<file path="config.mk">
export PLATFORM = sky130hd
export DESIGN_NAME = apb_master_arbiter
export DESIGN_NICKNAME = d
export VERILOG_FILES = /design/src/rtl/apb_master_arbiter.sv
export SDC_FILE = /design/constraint.sdc
export NUM_CORES = 1
export LEC_CHECK = 0
export ABC_AREA = 1
export CORE_MARGIN = 4
export CORE_UTILIZATION = 40
export CTS_CLUSTER_DIAMETER = 80
export DETAILED_ROUTE_END_ITERATION = 8
export PLACE_DENSITY = 0.78
export SKIP_CTS_REPAIR_TIMING = 1
export SKIP_LAST_GASP = 1
export SLEW_MARGIN = 20
export SYNTH_ARGS = -nofsm -noshare
export SYNTH_HDL_FRONTEND = slang
export SYNTH_SLANG_ARGS = --single-unit
</file>
<file path="constraint.sdc">
create_clock -name clk -period 3.7 [get_ports clk]
set_clock_uncertainty 0.1 [all_clocks]
set_input_delay 0.555 -clock clk [delete_from_list [all_inputs] [get_ports clk]]
set_output_delay 0.555 -clock clk [all_outputs]
set_load 0.05 [all_outputs]
</file>
<file path="src/rtl/apb_master_arbiter.sv">
// APB3 master shared by two requesters under round-robin arbitration; all outputs registered.
// Zero-wait transfer acks three cycles after req is seen in IDLE; each pready=0 cycle adds one.
module apb_master_arbiter #(
  parameter int NSLV    = 8,
  parameter int TIMEOUT = 255,
  parameter int SELW    = 3
) (
  input  logic            clk,
  input  logic            rst_n,
  input  logic            m0_req,
  input  logic            m0_write,
  input  logic [SELW-1:0] m0_sel,
  input  logic [31:0]     m0_addr,
  input  logic [31:0]     m0_wdata,
  output logic            m0_ack,
  output logic            m0_err,
  output logic [31:0]     m0_rdata,
  input  logic            m1_req,
  input  logic            m1_write,
  input  logic [SELW-1:0] m1_sel,
  input  logic [31:0]     m1_addr,
  input  logic [31:0]     m1_wdata,
  output logic            m1_ack,
  output logic            m1_err,
  output logic [31:0]     m1_rdata,
  output logic [NSLV-1:0] psel,
  output logic            penable,
  output logic            pwrite,
  output logic [31:0]     paddr,
  output logic [31:0]     pwdata,
  input  logic            pready,
  input  logic [31:0]     prdata,
  output logic            busy
);

  localparam int CW = (TIMEOUT > 0) ? $clog2(TIMEOUT + 1) : 1;

  typedef enum logic [1:0] {S_IDLE, S_SETUP, S_ACCESS, S_DONE} state_t;

  state_t          r_state;
  logic            r_last;
  logic            r_gnt;
  logic [CW-1:0]   r_cnt;

  logic            w_any;
  logic            w_g;
  logic            w_write;
  logic [SELW-1:0] w_sel;
  logic [31:0]     w_addr;
  logic [31:0]     w_wdata;
  logic            w_bad;
  logic            w_tmo;
  logic [NSLV-1:0] w_onehot;
  logic            w_fin;
  logic            w_fin_g;
  logic            w_fin_err;
  logic [31:0]     w_fin_rdata;

  // On a tie the requester that did not win last time is granted.
  assign w_any    = m0_req | m1_req;
  assign w_g      = (m0_req & m1_req) ? ~r_last : m1_req;
  assign w_write  = w_g ? m1_write : m0_write;
  assign w_sel    = w_g ? m1_sel   : m0_sel;
  assign w_addr   = w_g ? m1_addr  : m0_addr;
  assign w_wdata  = w_g ? m1_wdata : m0_wdata;
  assign w_bad    = 32'(w_sel) >= 32'(NSLV);
  assign w_onehot = NSLV'(1) << w_sel;
  assign w_tmo    = (TIMEOUT != 0) && (32'(r_cnt) == 32'(TIMEOUT - 1));

  // Transfer completes on this edge: bad select from IDLE, or ready/timeout in ACCESS.
  assign w_fin       = ((r_state == S_IDLE) && w_any && w_bad) ||
                       ((r_state == S_ACCESS) && (pready || w_tmo));
  assign w_fin_g     = (r_state == S_IDLE) ? w_g : r_gnt;
  assign w_fin_err   = (r_state == S_IDLE) ? 1'b1 : ~pready;
  assign w_fin_rdata = ((r_state == S_ACCESS) && pready && !pwrite) ? prdata : 32'h0;

  always_ff @(posedge clk) begin
    if (!rst_n) begin
      r_state  <= S_IDLE;
      r_last   <= 1'b1;
      r_gnt    <= 1'b0;
      r_cnt    <= '0;
      psel     <= '0;
      penable  <= 1'b0;
      pwrite   <= 1'b0;
      paddr    <= 32'h0;
      pwdata   <= 32'h0;
      busy     <= 1'b0;
      m0_ack   <= 1'b0;
      m0_err   <= 1'b0;
      m0_rdata <= 32'h0;
      m1_ack   <= 1'b0;
      m1_err   <= 1'b0;
      m1_rdata <= 32'h0;
    end else begin
      m0_ack <= 1'b0;
      m1_ack <= 1'b0;
      case (r_state)
        S_IDLE: begin
          if (w_any) begin
            r_last <= w_g;
            r_gnt  <= w_g;
            pwrite <= w_write;
            paddr  <= w_addr;
            pwdata <= w_wdata;
            busy   <= 1'b1;
            if (w_bad) begin
              r_state <= S_DONE;
            end else begin
              r_state <= S_SETUP;
              psel    <= w_onehot;
            end
          end
        end
        S_SETUP: begin
          penable <= 1'b1;
          r_cnt   <= '0;
          r_state <= S_ACCESS;
        end
        S_ACCESS: begin
          if (w_fin) begin
            r_state <= S_DONE;
            psel    <= '0;
            penable <= 1'b0;
          end else if (r_cnt != CW'(TIMEOUT)) begin
            r_cnt <= r_cnt + 1'b1;
          end
        end
        S_DONE: begin
          r_state <= S_IDLE;
          busy    <= 1'b0;
        end
        default: r_state <= S_IDLE;
      endcase
      // Response lands in DONE; the other requester's rdata/err are left untouched.
      if (w_fin) begin
        if (w_fin_g) begin
          m1_ack   <= 1'b1;
          m1_err   <= w_fin_err;
          m1_rdata <= w_fin_rdata;
        end else begin
          m0_ack   <= 1'b1;
          m0_err   <= w_fin_err;
          m0_rdata <= w_fin_rdata;
        end
      end
    end
  end

endmodule

</file>
======== After elaboration in Yosys (flattened, before gate mapping) ========
Index checks and enable logic that the tools add are counted.
storage, ports and cells
  register bits after elaboration ......... 155
  input bits .............................. 173
  output and inout bits ................... 143
  logic and storage cells ................. 73
cells by class
  add/sub/neg operators ................... 1
  equal/unequal tests ..................... 9
  shifts and indexed selects .............. 1
  multiplexer cells ....................... 23
  bitwise logic cells ..................... 5
  reduce and logical (&&, ||, !) cells .... 18
operators by type and width
  cell                                                                   count
  32-bit two-way mux                                                     3
  8-bit two-way mux                                                      4
  8-bit one-hot mux with 2 select lines                                  2
  2-bit AND reduction                                                    7
  8-bit by 1-bit adder with 8-bit output, second input constant          1
  8-bit equality test, second input constant                             1
  1-bit two-way mux                                                      8
  8-bit != test, second input constant                                   1
  2-bit one-hot mux with 4 select lines                                  1
  1-bit by 3-bit left shift with 8-bit output, first input constant      1
  2-bit != test, second input constant                                   3
  3-bit AND reduction                                                    2
  2-bit nonzero test                                                     3
  2-bit equality test, second input constant                             2
  2-bit two-way mux                                                      2
  1-bit one-hot mux with 2 select lines                                  2
  1-bit logical AND                                                      3
  3-bit two-way mux                                                      1
  1-bit NOT                                                              3
  2-bit by 1-bit equality test with 1-bit output, second input constant  1
  2-bit logical NOT                                                      1
  2-bit by 1-bit != test with 1-bit output, second input constant        1
  1-bit bitwise AND                                                      1
  1-bit logical NOT                                                      1
  other kinds (2)                                                        2

======== Depth between registers and ports, before layout ========
Gate-level depths: netlist of run 1.
  depth after elaboration ................. 6
  depth in mapped cells ................... 11
  gate-level depth less buffers ........... 11

======== Worst setup path after synthesis of run 1 ========
Ideal clock, no wire load.
  path kind ............................... register to register
  from .................................... register r_state[0]
  to ...................................... register m0_rdata[27]
  setup time .............................. 110 ps
  arrival time ............................ 1441 ps
  data required time ...................... 3490 ps
  setup slack ............................. 2049 ps
  stages on the path, launching flop included .. 12
  path buffers ............................ 1
  period minus slack after synthesis ...... 1651 ps
  cell sequence ........................... dfxtp_1 -> inv_1 -> ha_1 -> inv_1 -> nor2_1 -> nand2_1 -> clkbuf_1 -> nor2_1 -> inv_1 -> nand2_1 -> nand2_1 -> nor2_1
on the way
  cells in the longest elaborated chain, start to end .. 4
  elaborated cells between the ends (all ways) .. 9
  classes of those cells .................. eq/ne (1); mux (2); bitwise (1); reduce/logical (5)
RTL lines
  what                                                       RTL line    source
  start: declaration                                         40          state_t r_state;
  start signal: assignment                                   79          r_state <= S_IDLE;
  start signal: assignment                                   108         r_state <= S_DONE;
  start signal: assignment                                   110         r_state <= S_SETUP;
  2-bit equality test or 2-bit logical NOT (tied branches)   72, 75, 73
  1-bit logical AND or 1-bit two-way mux (tied branches)     75, 73
  1-bit logical AND or 1-bit NOT (tied branches)             n/a
  32-bit two-way mux or 2-bit AND reduction (tied branches)  n/a
  end signal: assignment                                     144         m0_rdata <= w_fin_rdata;
  end: declaration                                           17          output logic [31:0] m0_rdata,
Parallel ways exist; a longest one is shown, timed or not.
A chain may end at the register's enable or synchronous reset.

======== Worst setup path in the final report of run 1 ========
  from .................................... register r_cnt[0]
  to ...................................... register m0_rdata[3]
on the way
  cells in the longest elaborated chain, start to end .. 4
RTL lines
  what                           RTL line  source
  start: declaration             43        logic [CW-1:0] r_cnt;
  start signal: assignment       126       r_cnt <= r_cnt + 1'b1;
  8-bit equality test            68        assign w_tmo = (TIMEOUT != 0) && (32'(r_cnt) == 32'(TIMEOUT - 1));
  1-bit logical OR               72        ((r_state == S_ACCESS) && (pready || w_tmo));
  1-bit logical AND              72
  2-bit AND reduction (no line)  n/a
Every way passes these cells.

==> out/results.tsv, run 1 <==
metric	value	unit
outcome	finished, final reports clean	
ioPinCount	316	
gr-total-overflow	0	
drcViolationCount	0	
timing.final.crit_share	64.5	%
yosysMostFrequentCell	nand2_1	
netlist_area	6910	µm²
critical_path.slowest_cell	nand3_4	
cts-root-buf	clkbuf_16	
ys_seq_area_share	44.9	%
startpoint_type	flop	
cts_made_buffers	17	
routed_via_density	4.90	
portBuffers	315	
place_congestion	0.853	
die-area	19400	µm²
min-delay-path-class	reg -> reg	
crit_end	m0_rdata[3]$_SDFFE_PN0P_	
drtIter0Drc	423	
reg2reg_depth	9	
grt_max_degree	89	
drv_cap	0	
grt_busiest_layer	met2	
clk_latency	0.41	ns
end_kind	flop	
yosys_warnings	0	
core_area	16800	µm²
setup_viol	0	
cts_tree	built	
finalCriticalPeriod	2.39	ns
reg2reg_to	m0_rdata[3]$_SDFFE_PN0P_	
tns	0	ns
grt_pass1_wl	37300	µm
power.density	718	nW/µm²
antenna_found_initial	2	
p_leak	4.56	nW
syn2layout_area_growth	55.3	%
critPathLaunch	r_cnt[0]$_SDFFE_PN0P_	
worstPathArrival	2.59	ns
grtUsageMet1	27.2	%
slew_viol_final	0	
hpwlAfterDp	17500	µm
place_area	10100	µm²
finalPower	7.71	mW
slew_headroom	53.1	%
grt_usage	23.7	%
yosysTopAreaCellShare	44.9	%
vdd_drop_max	0.512	mV
wl	24000	µm
synthCells	1018	
synthArstFlopShare	0	%
path_cells	inv_1, ha_1, inv_1, nor2_1, nand2_2, nand2_4, nand3_4, nor2_1, nor2_1	
reg2reg_from	r_cnt[0]$_SDFFE_PN0P_	
path_common_cell	nor2_1	
grt_use_met2	40.7	%
yosys.area.top_type	dfxtp_1	
cpPeakStageDelay	0.59	ns
ys_top_cells_by_count	nand2_1, dfxtp_1, nor2_1	
worst_pin_slew	0.703	ns
syn_nets	1196	
wl_per_cell	15.7	µm
r2r_slack	1.31	ns
die_y	139	µm
hold-worst-slack	0.366	ns
synth_edf_count	0	
met3_usage	8.16	%
initial_core_util	41.2	%
cts.sinks	155	
whs_path_depth	2	
htree_levels	4	
rsz0062_at_grt	false	
cts_buffer_depth	2	
die_w	139	µm
final_area	10700	µm²
synth-main-ff-cell	dfxtp_1	
critPathMaxFanout	64	
core.rowCount	47	
fmax	419	MHz
syn_avg_cell_area	6.79	µm²
ant_nets	0	
finish.utilization	64.0	%
grt_pass1_vias	7065	
synth_cell_types	25	
synth-seq-cells	155	
clk_pin_slew	0.07	ns
drive_gt1_share	4.21	%
synth_area_leaders	dfxtp_1, nand2_1, nor2_1	
path_class	reg -> reg	
hold_viol_final	0	
cp.required	3.90	ns
vias	7480	
final_nets	1472	
first_pass_iters	4	
-- state kept, by name, summed over array words and instances, names as in the netlist, 2 cells and up --
name / count
m0_rdata: 32
m1_rdata: 32
paddr: 32
psel: 8
pwdata: 32
r_cnt: 8
r_state: 2
-- worst min-delay path by stage --
stage	start	to	slack, ns
5_1_grt	m1_rdata[6]$_SDFFE_PN0P_	m1_rdata[6]$_SDFFE_PN0P_	0.39
2_1_floorplan	r_last$_SDFFE_PN1P_	r_last$_SDFFE_PN1P_	0.35
4_1_cts	m1_rdata[30]$_SDFFE_PN0P_	m1_rdata[30]$_SDFFE_PN0P_	0.37
3_3_place_gp	m1_rdata[23]$_SDFFE_PN0P_	m1_rdata[23]$_SDFFE_PN0P_	0.35
3_5_place_dp	m1_rdata[30]$_SDFFE_PN0P_	m1_rdata[30]$_SDFFE_PN0P_	0.36
6_report	m1_rdata[6]$_SDFFE_PN0P_	m1_rdata[6]$_SDFFE_PN0P_	0.37
-- per-stage QoR --
stage / setup slack [ns] / std cells
after floorplan: 2.05 / 1018
after global placement: 1.11 / 1495
after detailed placement: 1.05 / 1495
after CTS: 1.34 / 1526
after global routing: 1.08 / 1527
final: 1.31 / 1527
-- final cells by class --
type	instances	area (µm²)
fillers	1519	6030
repair buffers	327	3270
multi-input cells	688	3110
flip-flops and latches	155	3100
clock buffers	19	443
inverters	105	394
well taps	220	275
clock inverters	12	139
diodes	1	2.50
-- worst max-delay path, delay by kind of cell (launching register included) --
family	cells	cell delay, ns
simple gates	6	1.52
buf+inv	2	0.12
fa+ha+maj	1	0.14
flops	1	0.35
-- cells in the final DEF, fill, tap and decap left out --
| cell | netlist | routed |
|---|---|---|
| clkinv_4 | 0 | 2 |
| nand2_4 | 1 | 1 |
| nand3_2 | 2 | 2 |
| inv_1 | 104 | 103 |
| clkbuf_1 | 38 | 1 |
| nand2_1 | 315 | 314 |
| o21ai_2 | 1 | 1 |
| clkinv_1 | 1 | 1 |
| diode_2 | 0 | 1 |
| clkbuf_8 | 0 | 1 |
| nand3b_1 | 1 | 1 |
| nor2_1 | 127 | 127 |
| buf_4 | 1 | 11 |
| buf_12 | 0 | 2 |
| nand3_4 | 1 | 1 |
| nor3b_1 | 1 | 1 |
| nand3_1 | 13 | 13 |
| o21ai_0 | 73 | 73 |
| clkinv_2 | 0 | 2 |
| o211ai_1 | 1 | 1 |
| bufinv_16 | 0 | 2 |
| nand4_1 | 34 | 34 |
| a31oi_1 | 65 | 65 |
| dfxtp_1 | 155 | 155 |
| nor2_4 | 1 | 2 |
| inv_2 | 0 | 1 |
| a21oi_1 | 43 | 43 |
| inv_8 | 0 | 1 |
| clkinvlp_4 | 0 | 3 |
| nand2_2 | 3 | 4 |
| ha_1 | 5 | 5 |
| clkbuf_16 | 0 | 17 |
| inv_6 | 0 | 2 |
| clkdlybuf4s50_1 | 0 | 314 |
-- cell families after synthesis --
logic type	share of synthesized area, %
and+or+nand+nor	29.5
DFF	44.9
buffers and inverters	10.2
AOI/OAI and AO/OA	14.5
adders and majority gates	0.905
-- where the power goes --
group	total, mW	internal [mW]	switching, mW	leakage, nW
combinational	3.67	1.16	2.51	3.02
sequential	2.30	2.09	0.212	1.27
clock	1.74	1.02	0.722	0.278
total	7.71	4.26	3.45	4.56
-- routing by layer --
layer / up-vias / part of all wire [%]
met2: 307 / 49
met5: - / 0.054
met3: 40 / 9.3
met4: 2 / 2.8
li1: 3805 / -
met1: 3326 / 39
(Power assumes the default switching activity.)
==> run 2, diff against run 1 <==
- clock period: 3.7 -> 2.5 ns (I/O delays scaled with it)
==> out/results.tsv, run 2 (synthesis results as in run 1) <==
metric	value	unit
fmax	461	MHz
slew_viol_final	0	
drcViolationCount	0	
antenna_found_initial	1	
p_sw_share	44.6	%
slew_headroom	32.7	%
finalPower	11.6	mW
num-fill-cells	1465	
drive_gt1_share	4.65	%
drv_cap	0	
hold_viol_final	0	
dr.max_layer_used	met4	
cts-root-buf	clkbuf_16	
gr-total-overflow	0	
die_y	139	µm
cts_made_buffers	17	
worstPathArrival	1.69	ns
clockPowerShare	23.4	%
p_leak	4.61	nW
cp.required	2.03	ns
final_cell_mix	nand2_1, clkdlybuf4s50_1, dfxtp_1	
initial_core_util	41.2	%
htree_levels	4	
die_w	139	µm
final_nets	1476	
pwr-share-seq	29.4	%
ant_nets	0	
first_pass_iters	5	
crit_buf_inv	1	
rsz0062_at_grt	false	
critPathMaxFanout	2	
hold-worst-slack	0.169	ns
grt_max_degree	133	
finalCriticalPeriod	2.17	ns
clk_pin_slew	0.06	ns
reg2reg_from	r_state[1]$_SDFFE_PN0P_	
startpoint_type	flop	
critPathLaunch	m0_err$_SDFFE_PN0P_	
vias	7446	
min-delay-path-class	in -> reg	
outcome	finished, final reports clean	
portBuffers	315	
cts_tree	built	
tns	0	ns
multi_input_area	3110	µm²
wl_per_cell	15.6	µm
wl_met3	2120	µm
place_congestion	0.835	
cpPeakStageDelay	0.93	ns
end_kind	primary output	
crit_cells	1	
hp-start	rst_n	
combPwrFrac	47.2	%
final_area	10800	µm²
drtIter0Drc	421	
die-area	19400	µm²
path_cells	clkdlybuf4s50_1	
worst_pin_slew	1.00	ns
place_area	10200	µm²
crit_family	buffers and inverters	
timing.final.crit_share	86.7	%
power.density	1070	nW/µm²
setup_viol	0	
p_int	6.40	mW
critical_path.slowest_cell	clkdlybuf4s50_1	
cts.sinks	155	
whs_path_depth	3	
syn2layout_area_growth	56.6	%
wl	23900	µm
core_area	16800	µm²
clk_latency	0.42	ns
routedLengthMet1	9370	µm
grt_pass1_wl	37800	µm
cts_buffer_depth	2	
reg2reg_depth	9	
grt_usage	24.0	%
grt_pass1_vias	7161	
routed_via_density	4.86	
seq_area	3100	µm²
vdd_drop_max	0.786	mV
wl_met2	11600	µm
hpwlAfterDp	17400	µm
path_class	reg -> out	
ioPinCount	316	
core.rowCount	47	
power_switching	5.16	mW
## run 2: stage by stage
| stage | worst slack [ns] | cells | util, % |
|---|---|---|---|
| 6_report | 0.333 | 1532 | 64.6 |
| 3_5_place_dp | 0.373 | 1499 | 60.9 |
| 4_1_cts | 0.306 | 1531 | 64.5 |
| 3_3_place_gp | 0.359 | 1499 | 60.9 |
| 5_1_grt | 0.186 | 1532 | 64.6 |
| 2_1_floorplan | 0.849 | 1018 | - |
## run 2: power by group through the flow
| stage | clock, mW | combinational [mW] | sequential (mW) |
|---|---|---|---|
| floorplan | 0 | 1.48 | 5.47 |
| global placement | 0 | 5.43 | 3.42 |
| detailed placement | 0 | 5.46 | 3.44 |
| CTS | 2.75 | 5.48 | 3.40 |
| global route | 2.86 | 5.77 | 3.48 |
| finish | 2.70 | 5.46 | 3.40 |
## run 2: final cells by class
| type | count | area share, % |
|---|---|---|
| Timing Repair Buffer | 331 | 30.7 |
| Inverter | 105 | 3.64 |
| Multi-Input combinational cell | 688 | 28.7 |
| Sequential cell | 155 | 28.7 |
| Tap cell | 220 | 2.54 |
| Clock inverter | 15 | 1.75 |
| Clock buffer | 17 | 3.93 |
| Antenna cell | 1 | 0.0231 |
## run 2: final timing paths
| kind | slack, ns | endpoint |
|---|---|---|
| hold reg to reg | 0.36 | m1_rdata[2]$_SDFFE_PN0P_ |
| setup reg to reg | 0.45 | m1_rdata[31]$_SDFFE_PN0P_ |
| hold / removal | 0.17 | pwdata[16]$_SDFFE_PN0P_ |
| setup / recovery | 0.33 | m0_err |
## run 2: per-layer routing
layer  vias up  track usage, %
li1       3809               -
met3        47            8.13
met1      3285            27.5
met5         -               0
met4         0            9.42
met2       305            41.4
